## config.mk

```make
export PLATFORM = sky130hd
export DESIGN_NAME = pig_collision_force_flat
export DESIGN_NICKNAME = d
export VERILOG_FILES = /design/src/rtl/physics_pkg.sv /design/src/rtl/pig_collision_force_if.sv /design/src/rtl/overlap_binner.sv /design/src/rtl/pig_collision_force.sv /design/src/flat_wrapper.sv
export SDC_FILE = /design/constraint.sdc
export NUM_CORES = 1
export LEC_CHECK = 0
export BUFFER_PORTS_ARGS = -buffer_cell sky130_fd_sc_hd__buf_2
export CORE_ASPECT_RATIO = 2
export CORE_MARGIN = 2
export CORE_UTILIZATION = 35
export DETAILED_ROUTE_END_ITERATION = 8
export GPL_ROUTABILITY_DRIVEN = 0
export SLEW_MARGIN = 10
export SYNTH_ARGS = -nofsm -noshare
export SYNTH_HDL_FRONTEND = slang
export SYNTH_HIERARCHICAL = 1
export SYNTH_SLANG_ARGS = --single-unit
```

## constraint.sdc

```tcl
create_clock -name clk -period 3.9 [get_ports clk]
set_clock_uncertainty 0.2 [all_clocks]
set_input_delay 0.39 -clock clk [delete_from_list [all_inputs] [get_ports clk]]
set_output_delay 0.39 -clock clk [all_outputs]
set_load 0.02 [all_outputs]
```

## src/rtl/physics_pkg.sv

```systemverilog
// Shared fixed-point constants, FSM encoding and saturation helper for the pig physics blocks.
package physics_pkg;

    localparam int unsigned FRAC_BITS = 6;
    localparam int unsigned WORD      = 17;

    // Half a pixel per frame in Q10.6.
    localparam logic [WORD-1:0] HALF_PX = WORD'(1) << (FRAC_BITS - 1);

    typedef enum logic [1:0] {
        ARMED = 2'd0,
        HOLD  = 2'd1,
        COOL  = 2'd2
    } state_e;

    function automatic logic signed [WORD-1:0] saturate(input logic signed [WORD:0] val,
                                                        input logic [WORD-1:0]     fmax);
        logic signed [WORD:0] v_max;
        logic signed [WORD:0] v_min;
        v_max = $signed({1'b0, fmax});
        v_min = -v_max;
        if (val > v_max) begin
            saturate = v_max[WORD-1:0];
        end else if (val < v_min) begin
            saturate = v_min[WORD-1:0];
        end else begin
            saturate = val[WORD-1:0];
        end
    endfunction

endpackage

```

## src/rtl/pig_collision_force_if.sv

```systemverilog
// Pixel-stream inputs and impulse outputs between the scan logic and one pig collision block.
interface pig_collision_force_if;

    logic                                 vsync;
    logic                                 pig;
    logic                                 bird;
    logic [3:0]                           pig_dir;
    logic signed [physics_pkg::WORD-1:0]  bird_vx;
    logic signed [physics_pkg::WORD-1:0]  bird_vy;
    logic signed [physics_pkg::WORD-1:0]  pig_force_x;
    logic signed [physics_pkg::WORD-1:0]  pig_force_y;
    logic                                 hit;
    logic                                 armed;

    modport master (
        output vsync, pig, bird, pig_dir, bird_vx, bird_vy,
        input  pig_force_x, pig_force_y, hit, armed
    );

    modport slave (
        input  vsync, pig, bird, pig_dir, bird_vx, bird_vy,
        output pig_force_x, pig_force_y, hit, armed
    );

endinterface

```

## src/rtl/overlap_binner.sv

```systemverilog
// Per-frame saturating overlap counters binned by pig quadrant, cleared on every vsync.
module overlap_binner #(
    parameter logic [10:0] MIN_OVERLAP = 11'd4
) (
    input  logic clk,
    input  logic rst_n,
    input  logic i_vsync,
    input  logic i_ov,
    input  logic i_right,
    input  logic i_below,
    output logic o_lft_gt_rgt,
    output logic o_rgt_gt_lft,
    output logic o_abv_gt_bel,
    output logic o_bel_gt_abv,
    output logic o_tot_hit
);

    logic [10:0] r_tot;
    logic [10:0] r_rgt;
    logic [10:0] r_lft;
    logic [10:0] r_bel;
    logic [10:0] r_abv;

    function automatic logic [10:0] sat_inc(input logic [10:0] c);
        return (c == 11'h7ff) ? c : c + 11'd1;
    endfunction

    always_ff @(posedge clk or negedge rst_n) begin
        if (!rst_n) begin
            r_tot <= '0;
            r_rgt <= '0;
            r_lft <= '0;
            r_bel <= '0;
            r_abv <= '0;
        end else if (i_vsync) begin
            r_tot <= '0;
            r_rgt <= '0;
            r_lft <= '0;
            r_bel <= '0;
            r_abv <= '0;
        end else if (i_ov) begin
            r_tot <= sat_inc(r_tot);
            if (i_right) begin
                r_rgt <= sat_inc(r_rgt);
            end else begin
                r_lft <= sat_inc(r_lft);
            end
            if (i_below) begin
                r_bel <= sat_inc(r_bel);
            end else begin
                r_abv <= sat_inc(r_abv);
            end
        end
    end

    assign o_lft_gt_rgt = (r_lft > r_rgt);
    assign o_rgt_gt_lft = (r_rgt > r_lft);
    assign o_abv_gt_bel = (r_abv > r_bel);
    assign o_bel_gt_abv = (r_bel > r_abv);
    assign o_tot_hit    = (r_tot >= MIN_OVERLAP);

endmodule

```

## src/rtl/pig_collision_force.sv

```systemverilog
// Turns per-frame pig/bird overlap into a one-frame signed impulse on the pig, then cools down.
module pig_collision_force
    import physics_pkg::*;
#(
    parameter logic [10:0]     MIN_OVERLAP = 11'd4,
    parameter logic [2:0]      FORCE_SHIFT = 3'd1,
    parameter logic [WORD-1:0] KICK        = HALF_PX,
    parameter logic [3:0]      COOLDOWN    = 4'd8,
    parameter logic [WORD-1:0] FMAX        = 17'd16383
) (
    input logic                  clk,
    input logic                  rst_n,
    pig_collision_force_if.slave bus
);

    state_e                 r_state;
    state_e                 w_state_next;
    logic [3:0]             r_cd;
    logic [3:0]             w_cd_next;
    logic signed [WORD-1:0] r_fx;
    logic signed [WORD-1:0] r_fy;
    logic signed [WORD-1:0] w_fx_next;
    logic signed [WORD-1:0] w_fy_next;
    logic                   r_hit;
    logic                   w_hit_next;

    logic w_ov;
    logic w_lft_gt_rgt;
    logic w_rgt_gt_lft;
    logic w_abv_gt_bel;
    logic w_bel_gt_abv;
    logic w_tot_hit;
    logic [1:0] w_unused_dir;

    logic signed [WORD:0] w_kick;
    logic signed [WORD:0] w_vx_ext;
    logic signed [WORD:0] w_vy_ext;
    logic signed [WORD:0] w_kx;
    logic signed [WORD:0] w_ky;
    logic signed [WORD:0] w_fx_sum;
    logic signed [WORD:0] w_fy_sum;

    // Band bits are already implied by the pig mask itself.
    assign w_unused_dir = bus.pig_dir[3:2];
    assign w_ov         = bus.pig & bus.bird & ~bus.vsync;

    overlap_binner #(
        .MIN_OVERLAP (MIN_OVERLAP)
    ) u_binner (
        .clk          (clk),
        .rst_n        (rst_n),
        .i_vsync      (bus.vsync),
        .i_ov         (w_ov),
        .i_right      (bus.pig_dir[1]),
        .i_below      (bus.pig_dir[0]),
        .o_lft_gt_rgt (w_lft_gt_rgt),
        .o_rgt_gt_lft (w_rgt_gt_lft),
        .o_abv_gt_bel (w_abv_gt_bel),
        .o_bel_gt_abv (w_bel_gt_abv),
        .o_tot_hit    (w_tot_hit)
    );

    // Momentum transfer plus a push away from the struck half, in one extra bit of headroom.
    assign w_kick   = $signed({1'b0, KICK});
    assign w_vx_ext = $signed({bus.bird_vx[WORD-1], bus.bird_vx});
    assign w_vy_ext = $signed({bus.bird_vy[WORD-1], bus.bird_vy});
    assign w_kx     = w_lft_gt_rgt ? w_kick : (w_rgt_gt_lft ? -w_kick : '0);
    assign w_ky     = w_abv_gt_bel ? w_kick : (w_bel_gt_abv ? -w_kick : '0);
    assign w_fx_sum = (w_vx_ext >>> FORCE_SHIFT) + w_kx;
    assign w_fy_sum = (w_vy_ext >>> FORCE_SHIFT) + w_ky;

    always_comb begin
        w_state_next = r_state;
        w_cd_next    = r_cd;
        w_fx_next    = r_fx;
        w_fy_next    = r_fy;
        w_hit_next   = 1'b0;
        if (bus.vsync) begin
            unique case (r_state)
                ARMED: begin
                    if (w_tot_hit) begin
                        w_fx_next    = saturate(w_fx_sum, FMAX);
                        w_fy_next    = saturate(w_fy_sum, FMAX);
                        w_hit_next   = 1'b1;
                        w_state_next = HOLD;
                    end
                end
                HOLD: begin
                    w_fx_next = '0;
                    w_fy_next = '0;
                    if (COOLDOWN == 4'd0) begin
                        w_state_next = ARMED;
                    end else begin
                        w_state_next = COOL;
                        w_cd_next    = COOLDOWN - 4'd1;
                    end
                end
                COOL: begin
                    if (r_cd == 4'd0) begin
                        w_state_next = ARMED;
                    end else begin
                        w_cd_next = r_cd - 4'd1;
                    end
                end
                default: begin
                    w_state_next = ARMED;
                    w_fx_next    = '0;
                    w_fy_next    = '0;
                end
            endcase
        end
    end

    always_ff @(posedge clk or negedge rst_n) begin
        if (!rst_n) begin
            r_state <= ARMED;
            r_cd    <= '0;
            r_fx    <= '0;
            r_fy    <= '0;
            r_hit   <= 1'b0;
        end else begin
            r_state <= w_state_next;
            r_cd    <= w_cd_next;
            r_fx    <= w_fx_next;
            r_fy    <= w_fy_next;
            r_hit   <= w_hit_next;
        end
    end

    assign bus.pig_force_x = r_fx;
    assign bus.pig_force_y = r_fy;
    assign bus.hit         = r_hit;
    assign bus.armed       = (r_state == ARMED);

endmodule

```

## src/flat_wrapper.sv

```systemverilog
// flat-port wrapper written by rule: the top's interface ports become plain ports
module pig_collision_force_flat import physics_pkg::*;
#(
    parameter logic [10:0]     MIN_OVERLAP = 11'd4,
    parameter logic [2:0]      FORCE_SHIFT = 3'd1,
    parameter logic [WORD-1:0] KICK        = HALF_PX,
    parameter logic [3:0]      COOLDOWN    = 4'd8,
    parameter logic [WORD-1:0] FMAX        = 17'd16383
)
  (clk, rst_n, bus_vsync, bus_pig, bus_bird, bus_pig_dir, bus_bird_vx, bus_bird_vy, bus_pig_force_x, bus_pig_force_y, bus_hit, bus_armed);
  pig_collision_force_if bus_i ();
  input logic clk;
  input logic rst_n;
  input wire logic [$bits(bus_i.vsync)-1:0] bus_vsync;
  input wire logic [$bits(bus_i.pig)-1:0] bus_pig;
  input wire logic [$bits(bus_i.bird)-1:0] bus_bird;
  input wire logic [$bits(bus_i.pig_dir)-1:0] bus_pig_dir;
  input wire logic [$bits(bus_i.bird_vx)-1:0] bus_bird_vx;
  input wire logic [$bits(bus_i.bird_vy)-1:0] bus_bird_vy;
  output wire logic [$bits(bus_i.pig_force_x)-1:0] bus_pig_force_x;
  output wire logic [$bits(bus_i.pig_force_y)-1:0] bus_pig_force_y;
  output wire logic [$bits(bus_i.hit)-1:0] bus_hit;
  output wire logic [$bits(bus_i.armed)-1:0] bus_armed;
  assign bus_i.vsync = bus_vsync;
  assign bus_i.pig = bus_pig;
  assign bus_i.bird = bus_bird;
  assign bus_i.pig_dir = bus_pig_dir;
  assign bus_i.bird_vx = bus_bird_vx;
  assign bus_i.bird_vy = bus_bird_vy;
  assign bus_pig_force_x = bus_i.pig_force_x;
  assign bus_pig_force_y = bus_i.pig_force_y;
  assign bus_hit = bus_i.hit;
  assign bus_armed = bus_i.armed;
  pig_collision_force #(.MIN_OVERLAP(MIN_OVERLAP), .FORCE_SHIFT(FORCE_SHIFT), .KICK(KICK), .COOLDOWN(COOLDOWN), .FMAX(FMAX)) u_core (.clk(clk), .rst_n(rst_n), .bus(bus_i));
endmodule
```

Word level (Yosys, flattened, before mapping)
Cells that the tools add are included.

storage, ports and cells
  bits in registers = 96
  output and inout port bits = 36

operators by class
  add/sub/neg operators = 8
  order comparisons = 9
  equality and inequality tests = 17
  mux-type cells = 39
  bitwise gates (word level) = 4
  reductions and logical operators = 14

operators with widths
  kind                     number
  $mux W11                 19
  $mux W17                 6
  $mux W18                 4
  $pmux W17 S2             2
  $add A11 B1 Y11 const B  5
  $eq A11 B11 Y1 const B   5
  $gt A11 B11 Y1           4
  $add A16 B18 Y18         2
  $gt A18 B15 Y1 const B   2
  $lt A18 B15 Y1 const B   2
  $reduce_and A3 Y1        7
  $ne A2 B2 Y1 const B     8
  $ge A11 B3 Y1 const B    1
  $pmux W4 S2              1
  $reduce_bool A2 Y1       4
  $pmux W2 S3              1
  $logic_not A4 Y1         1
  $mux W2                  2
  $mux W4                  1
  $ne A2 B1 Y1 const B     2
  $sub A4 B1 Y4 const B    1
  $mux W1                  3
  $and A1 B1 Y1            2
  $eq A2 B1 Y1 const B     1
  other kinds (4)          5

Logic depth before layout (Yosys ltp)
  depth in word-level cells = 9
  gate-level depth with buffers = 19
  mapped depth without buffers = 17

Cells and area by module
Netlist, hierarchy kept.

by module, submodules not included
  module               instances  cells each  area each (um^2)  seq. area each (um^2)
  overlap_binner       1          366         3368.2            1376.3
  pig_collision_force  1          331         2870.3            1026.0

Least setup slack after synthesis
Ideal clock, no wire load.

  path type = register to register
  start = register u_core.u_binner.r_lft[4]
  end = register u_core.r_fx[10], in the netlist u_core/bus.pig_force_x[10]
  library setup time = 0.124 ns
  arrival = 3.799 ns
  data required time = 3.576 ns
  path slack = -0.223 ns
  cell stages (with the launch flop) = 20
  path buffers = 2
  clock period less this slack = 4.123 ns
  path through = dfrtp_1 inv_1 ha_1 a21o_1 nand3_1 a21oi_1 nor3_1 a41oi_1 nand2b_1 clkbuf_1 xnor2_1 ha_1 or3_1 nor4_1 a32oi_1 nand2b_1 a21oi_1 nor3_2 buf_2 a211o_1

on the way
  elaborated cells on any way between the ends = 11
  those cells by class = 1 x add/sub; 4 x order compare; 6 x mux

RTL lines
  item                           RTL line                    text
  start, declared                overlap_binner.sv:20        logic [10:0] r_lft;
  start signal, assigned         overlap_binner.sv:46        r_lft <= sat_inc(r_lft);
  $gt A11 B11 Y1 (*)             overlap_binner.sv:56        assign o_lft_gt_rgt = (r_lft > r_rgt);
  named net u_core.w_lft_gt_rgt  pig_collision_force.sv:28   logic w_lft_gt_rgt;
  $mux W18 (*)                   pig_collision_force.sv:67   assign w_kx = w_lft_gt_rgt ? w_kick : (w_rgt_gt_lft ? -w_kick : '0);
  $add A16 B18 Y18 (*)           pig_collision_force.sv:69   assign w_fx_sum = (w_vx_ext >>> FORCE_SHIFT) + w_kx;
  $lt A18 B15 Y1                 physics_pkg.sv:24           end else if (val < v_min) begin
  $mux W17                       physics_pkg.sv:24
  $mux W17 (*)                   physics_pkg.sv:22           if (val > v_max) begin
  $mux W17 (*)                   pig_collision_force.sv:81   if (w_tot_hit) begin
  $pmux W17 S2 (*)               pig_collision_force.sv:79   unique case (r_state)
  end signal, assigned           pig_collision_force.sv:124  r_fx <= w_fx_next;
  end, declared                  pig_collision_force.sv:20   logic signed [WORD-1:0] r_fx;

The timed path passes the listed nets; every way through them passes the cells marked *. The select of a mux whose other input is x is not followed.
A chain may end at the register's enable or synchronous reset.

Final worst setup path
  start = register u_core.u_binner.r_abv[9]
  end = register u_core.r_fy[1], in the netlist u_core/bus.pig_force_y[1]

on the way
  cells in the longest elaborated chain, start to end = 9
  elaborated cells on any way between the ends = 11
  those cells by class = 1 x add/sub; 4 x order compare; 6 x mux

ends and longest elaborated chain
  item                           RTL line                    text
  start, declared                overlap_binner.sv:22        logic [10:0] r_abv;
  start signal, assigned         overlap_binner.sv:51        r_abv <= sat_inc(r_abv);
  $gt A11 B11 Y1 (*)             overlap_binner.sv:59        assign o_bel_gt_abv = (r_bel > r_abv);
  named net u_core.w_bel_gt_abv  pig_collision_force.sv:31   logic w_bel_gt_abv;
  $mux W18 (*) (2 in a row)      pig_collision_force.sv:68   assign w_ky = w_abv_gt_bel ? w_kick : (w_bel_gt_abv ? -w_kick : '0);
  $add A16 B18 Y18 (*)           pig_collision_force.sv:70   assign w_fy_sum = (w_vy_ext >>> FORCE_SHIFT) + w_ky;
  $lt A18 B15 Y1                 physics_pkg.sv:24
  $mux W17                       physics_pkg.sv:24
  $mux W17 (*)                   physics_pkg.sv:22
  $mux W17 (*)                   pig_collision_force.sv:81
  $pmux W17 S2 (*)               pig_collision_force.sv:79
  end signal, assigned           pig_collision_force.sv:125  r_fy <= w_fy_next;
  end, declared                  pig_collision_force.sv:21   logic signed [WORD-1:0] r_fy;

Marks and branches as above.

==> flow_summary_export.csv <==
group,metric,value,unit
outcome,status,"complete, but fails checks",
outcome,violations,"negative setup slack",
sta,slew_headroom,0.551,
sta,fin_crit,4.02,ns
power_and_ir_drop,power,2910,µW
floorplanning,dieHeight,193,µm
logic_synthesis,synth.avg_cell_area,8.95,µm²
placed_design,portBuffers,74,
power_and_ir_drop,p_int,1990,µW
detailed_routing,drc,0,
power_and_ir_drop,p_comb_frac,0.260,
job,maxCapViolCount,0,
logic_synthesis,synth_edf_count,0,
critical_path,r2r_start,"u_core/u_binner/r_abv[9]",
logic_synthesis,syn_area,0.00624,mm²
clocking,clkTransAtPathRegs,0.07,ns
clocking,numCtsBuffers,9,
sta,worstMarginPinSlew,0.672,ns
clocking,root_buffer,"clkbuf_16",
floorplanning,ios,79,
critical_path,path_depth,20,
power_and_ir_drop,pwr-share-clk,0.325,
sta,setup_violations,12,
final_layout,fillers,1657,
critical_path,crit_path_end,"u_core/bus.pig_force_y[1]",
critical_path,critPathTopFamily,"simple AND/OR/NAND/NOR gates",
clocking,clk_path_buf_depth,2,
global_routing,grt_overflow,0,
clocking,cts_tree,"done",
global_routing,antenna_found_initial,0,
power_and_ir_drop,switching_share,0.316,
critical_path,reg2reg_to,"u_core/bus.pig_force_y[1]",
detailed_routing,dr.first_iter.drc_count,264,
critical_path,crit_start,"u_core/u_binner/r_abv[9]",
sta,rsz0062_at_grt,"true",
critical_path,reg2regPathDepth,20,
sta,finalHoldViolations,0,
critical_path,endpoint_kind,"flop",
floorplanning,die_width,98.4,µm
logic_synthesis,synth_nets,773,
critical_path,startpoint_type,"flop",
clocking,h-tree-depth,3,
critical_path,cp.arrival,4.05,ns
logic_synthesis,ys.flop_type,"dfrtp_1",
logic_synthesis,synth_cell_types,78,
logic_synthesis,yosysWarnings,6,
global_routing,grtUsageTotal,0.174,
placed_design,post-place-ws,-0.196,ns
detailed_routing,route.final.wire_length,16700,µm
logic_synthesis,syn_inst,697,
global_routing,grt_pass1_wl,27600,µm
detailed_routing,firstDrtPassIters,4,
power_and_ir_drop,p_leak,0.00396,µW
floorplanning,start_util,0.354,
final_layout,final_common_cell,"buf_4",
final_layout,drive_above_1_share,0.370,
floorplanning,core-area,0.0176,mm²
critical_path,worstSetupPathType,"flop to flop",
logic_synthesis,ys_seq_elements,96,
sta,fmaxAchievable,0.249,GHz
sta,fin_ws,-0.117,ns
power_and_ir_drop,seqPwrFrac,0.415,
sta,drv_slew,0,
critical_path,critPathBufInv,7,
clocking,clk_latency,0.34,ns
final_layout,layout_common_cells,"buf_4, dfrtp_1, nor2_1",
power_and_ir_drop,p_switching,920,µW
detailed_routing,ant_nets,0,
detailed_routing,vias,5918,
floorplanning,dieArea,0.0190,mm²
critical_path,max_stage_delay,0.49,ns
power_and_ir_drop,power.density,336,mW/mm²
placed_design,hpwl,11500,µm
critical_path,worstPathCellList,"inv_2 -> ha_4 -> nand3_4 -> nor3_4 -> buf_4 -> buf_4 -> buf_4 -> a41oi_2 -> or2b_4 -> xnor2_4 -> ha_4 -> buf_4 -> inv_1 -> nor3_1 -> or3_2 -> a211oi_1 -> nand4_1 -> a21oi_2 -> buf_6 -> o21ai_2",
critical_path,critical_path.max_fanout,6,
global_routing,grt_max_degree,63,
final_layout,synthToLayoutAreaGrowth,39.0,%
critical_path,slowest_stage,"or3_2",
critical_path,cp.required,3.93,ns
sta,hold_ws,0.128,ns
logic_synthesis,synth-seq-area-share,0.385,
final_layout,nets,955,
floorplanning,num_rows,69,
power_and_ir_drop,peakVddDrop,0.267,mV
detailed_routing,vias_per_cell,5.40,
sta,period_share,1.03,
clocking,cts.sinks,96,
final_layout,diodes,0,
logic_synthesis,synthArstFlopShare,1.00,
global_routing,grt_pass1_vias,5812,
detailed_routing,wl_per_cell,15.3,µm
critical_path,cp_common_cell,"buf_4",
critical_path,reg2reg_slack,-0.12,ns
worst_hold_path,hp-class,"primary input to flop",
[layout make-up]
class / count / area, µm² / area share
flip-flops and latches: 96 / 2400 / 0.277
inverters: 38 / 143 / 0.0165
multi-input cells: 537 / 4180 / 0.482
well taps: 213 / 267 / 0.0307
clock inverters: 5 / 82.6 / 0.00952
clock buffers: 10 / 229 / 0.0264
repair buffers: 197 / 1370 / 0.158
[flip-flops by register name, summed over array words and instances, names as in the netlist]
name                    count
u_core/u_binner/r_rgt      11
u_core/u_binner/r_abv      11
u_core/u_binner/r_tot      11
u_core/r_cd                 4
u_core/u_binner/r_lft      11
u_core/bus.pig_force_x     17
u_core/bus.pig_force_y     17
u_core/r_state              2
u_core/u_binner/r_bel      11
u_core/bus.hit              1
[synth_stat cells, drive strengths merged, types with 5 or more instances]
library cell / n / area [µm²]
ha: 33 / 413
and2: 6 / 37.5
buf: 10 / 70.1
nor3: 30 / 176
a21o: 8 / 60.1
nor2: 79 / 297
a31oi: 8 / 50.1
nand2: 60 / 225
o21ai: 32 / 201
xnor2: 28 / 245
xor2: 14 / 123
nand4: 22 / 144
mux2i: 13 / 130
inv: 38 / 143
a21oi: 40 / 204
a211oi: 10 / 75.1
nor4: 15 / 109
a211o: 15 / 133
dfrtp: 96 / 2400
clkbuf: 14 / 52.6
or3: 8 / 53.8
a41oi: 5 / 43.8
and4: 6 / 52.6
nand3: 29 / 150
and3: 14 / 88.8
[tightest hold or removal path, delay by kind of cell]
kind                   cells  cell delay (ns)
AOI/OAI and AO/OA          2             0.13
buffers and inverters      1             0.10
[what timing repair did]
action,CTS,global route
gates resized for setup,60,43
pin swaps,65,43
setup buffers,25,12
hold buffers,1,0
setup endpoints to repair,28,28
endpoints found under the hold margin,41,0
[stage by stage]
stage / utilization / std cells / instance area [µm²] / setup TNS, ns
finish: 0.492 / 1096 / 8670 / -1.30
detailed placement: 0.426 / 1047 / 7500 / -4.64
global placement: 0.426 / 1047 / 7500 / -3.24
floorplan: - / 697 / 6320 / -0.334
global route: 0.492 / 1096 / 8670 / -5.38
CTS: 0.475 / 1085 / 8360 / -2.08
[worst min-delay path by stage]
stage	from	end	slack (ns)	depth (start not counted)
6_report	bus_bird_vx[1]	u_core/bus.pig_force_x[0]	0.13	3
2_1_floorplan	rst_n	u_core/bus.hit	-0.11	0
5_1_grt	bus_bird_vy[5]	u_core/bus.pig_force_y[4]	0.13	3
3_3_place_gp	rst_n	u_core/u_binner/r_lft[8]	0.24	1
3_5_place_dp	rst_n	u_core/u_binner/r_lft[8]	0.24	1
4_1_cts	bus_bird_vx[1]	u_core/bus.pig_force_x[0]	0.12	3
[kinds of logic (layout without fill, tap and decap cells)]
family | count (synthesis) | in the layout | synth area share
flops | 96 | 96 | 0.385
simple gates | 299 | 299 | 0.253
mux | 13 | 13 | 0.0209
xor+xnor | 42 | 42 | 0.0590
compound gates | 150 | 150 | 0.171
buf+inv | 64 | 250 | 0.0453
fa+ha+maj | 33 | 33 | 0.0662
[power by group through the flow]
stage          combinational, µW  sequential [µW]  clock [µW]
6_report                     757             1210         947
5_1_grt                      833             1230        1010
4_1_cts                      737             1210         973
3_5_place_dp                 707             1230           0
3_3_place_gp                 698             1230           0
2_1_floorplan                282             1370           0
[metal layers]
| layer | track usage | wire length (µm) | vias up |
|---|---|---|---|
| met3 | 0.0196 | 568 | 22 |
| met1 | 0.220 | 7120 | 2886 |
| li1 | - | - | 2899 |
| met5 | 0 | 0 | - |
| met4 | 0.0485 | 287 | 0 |
| met2 | 0.313 | 8750 | 111 |
(Power assumes the default switching activity.)
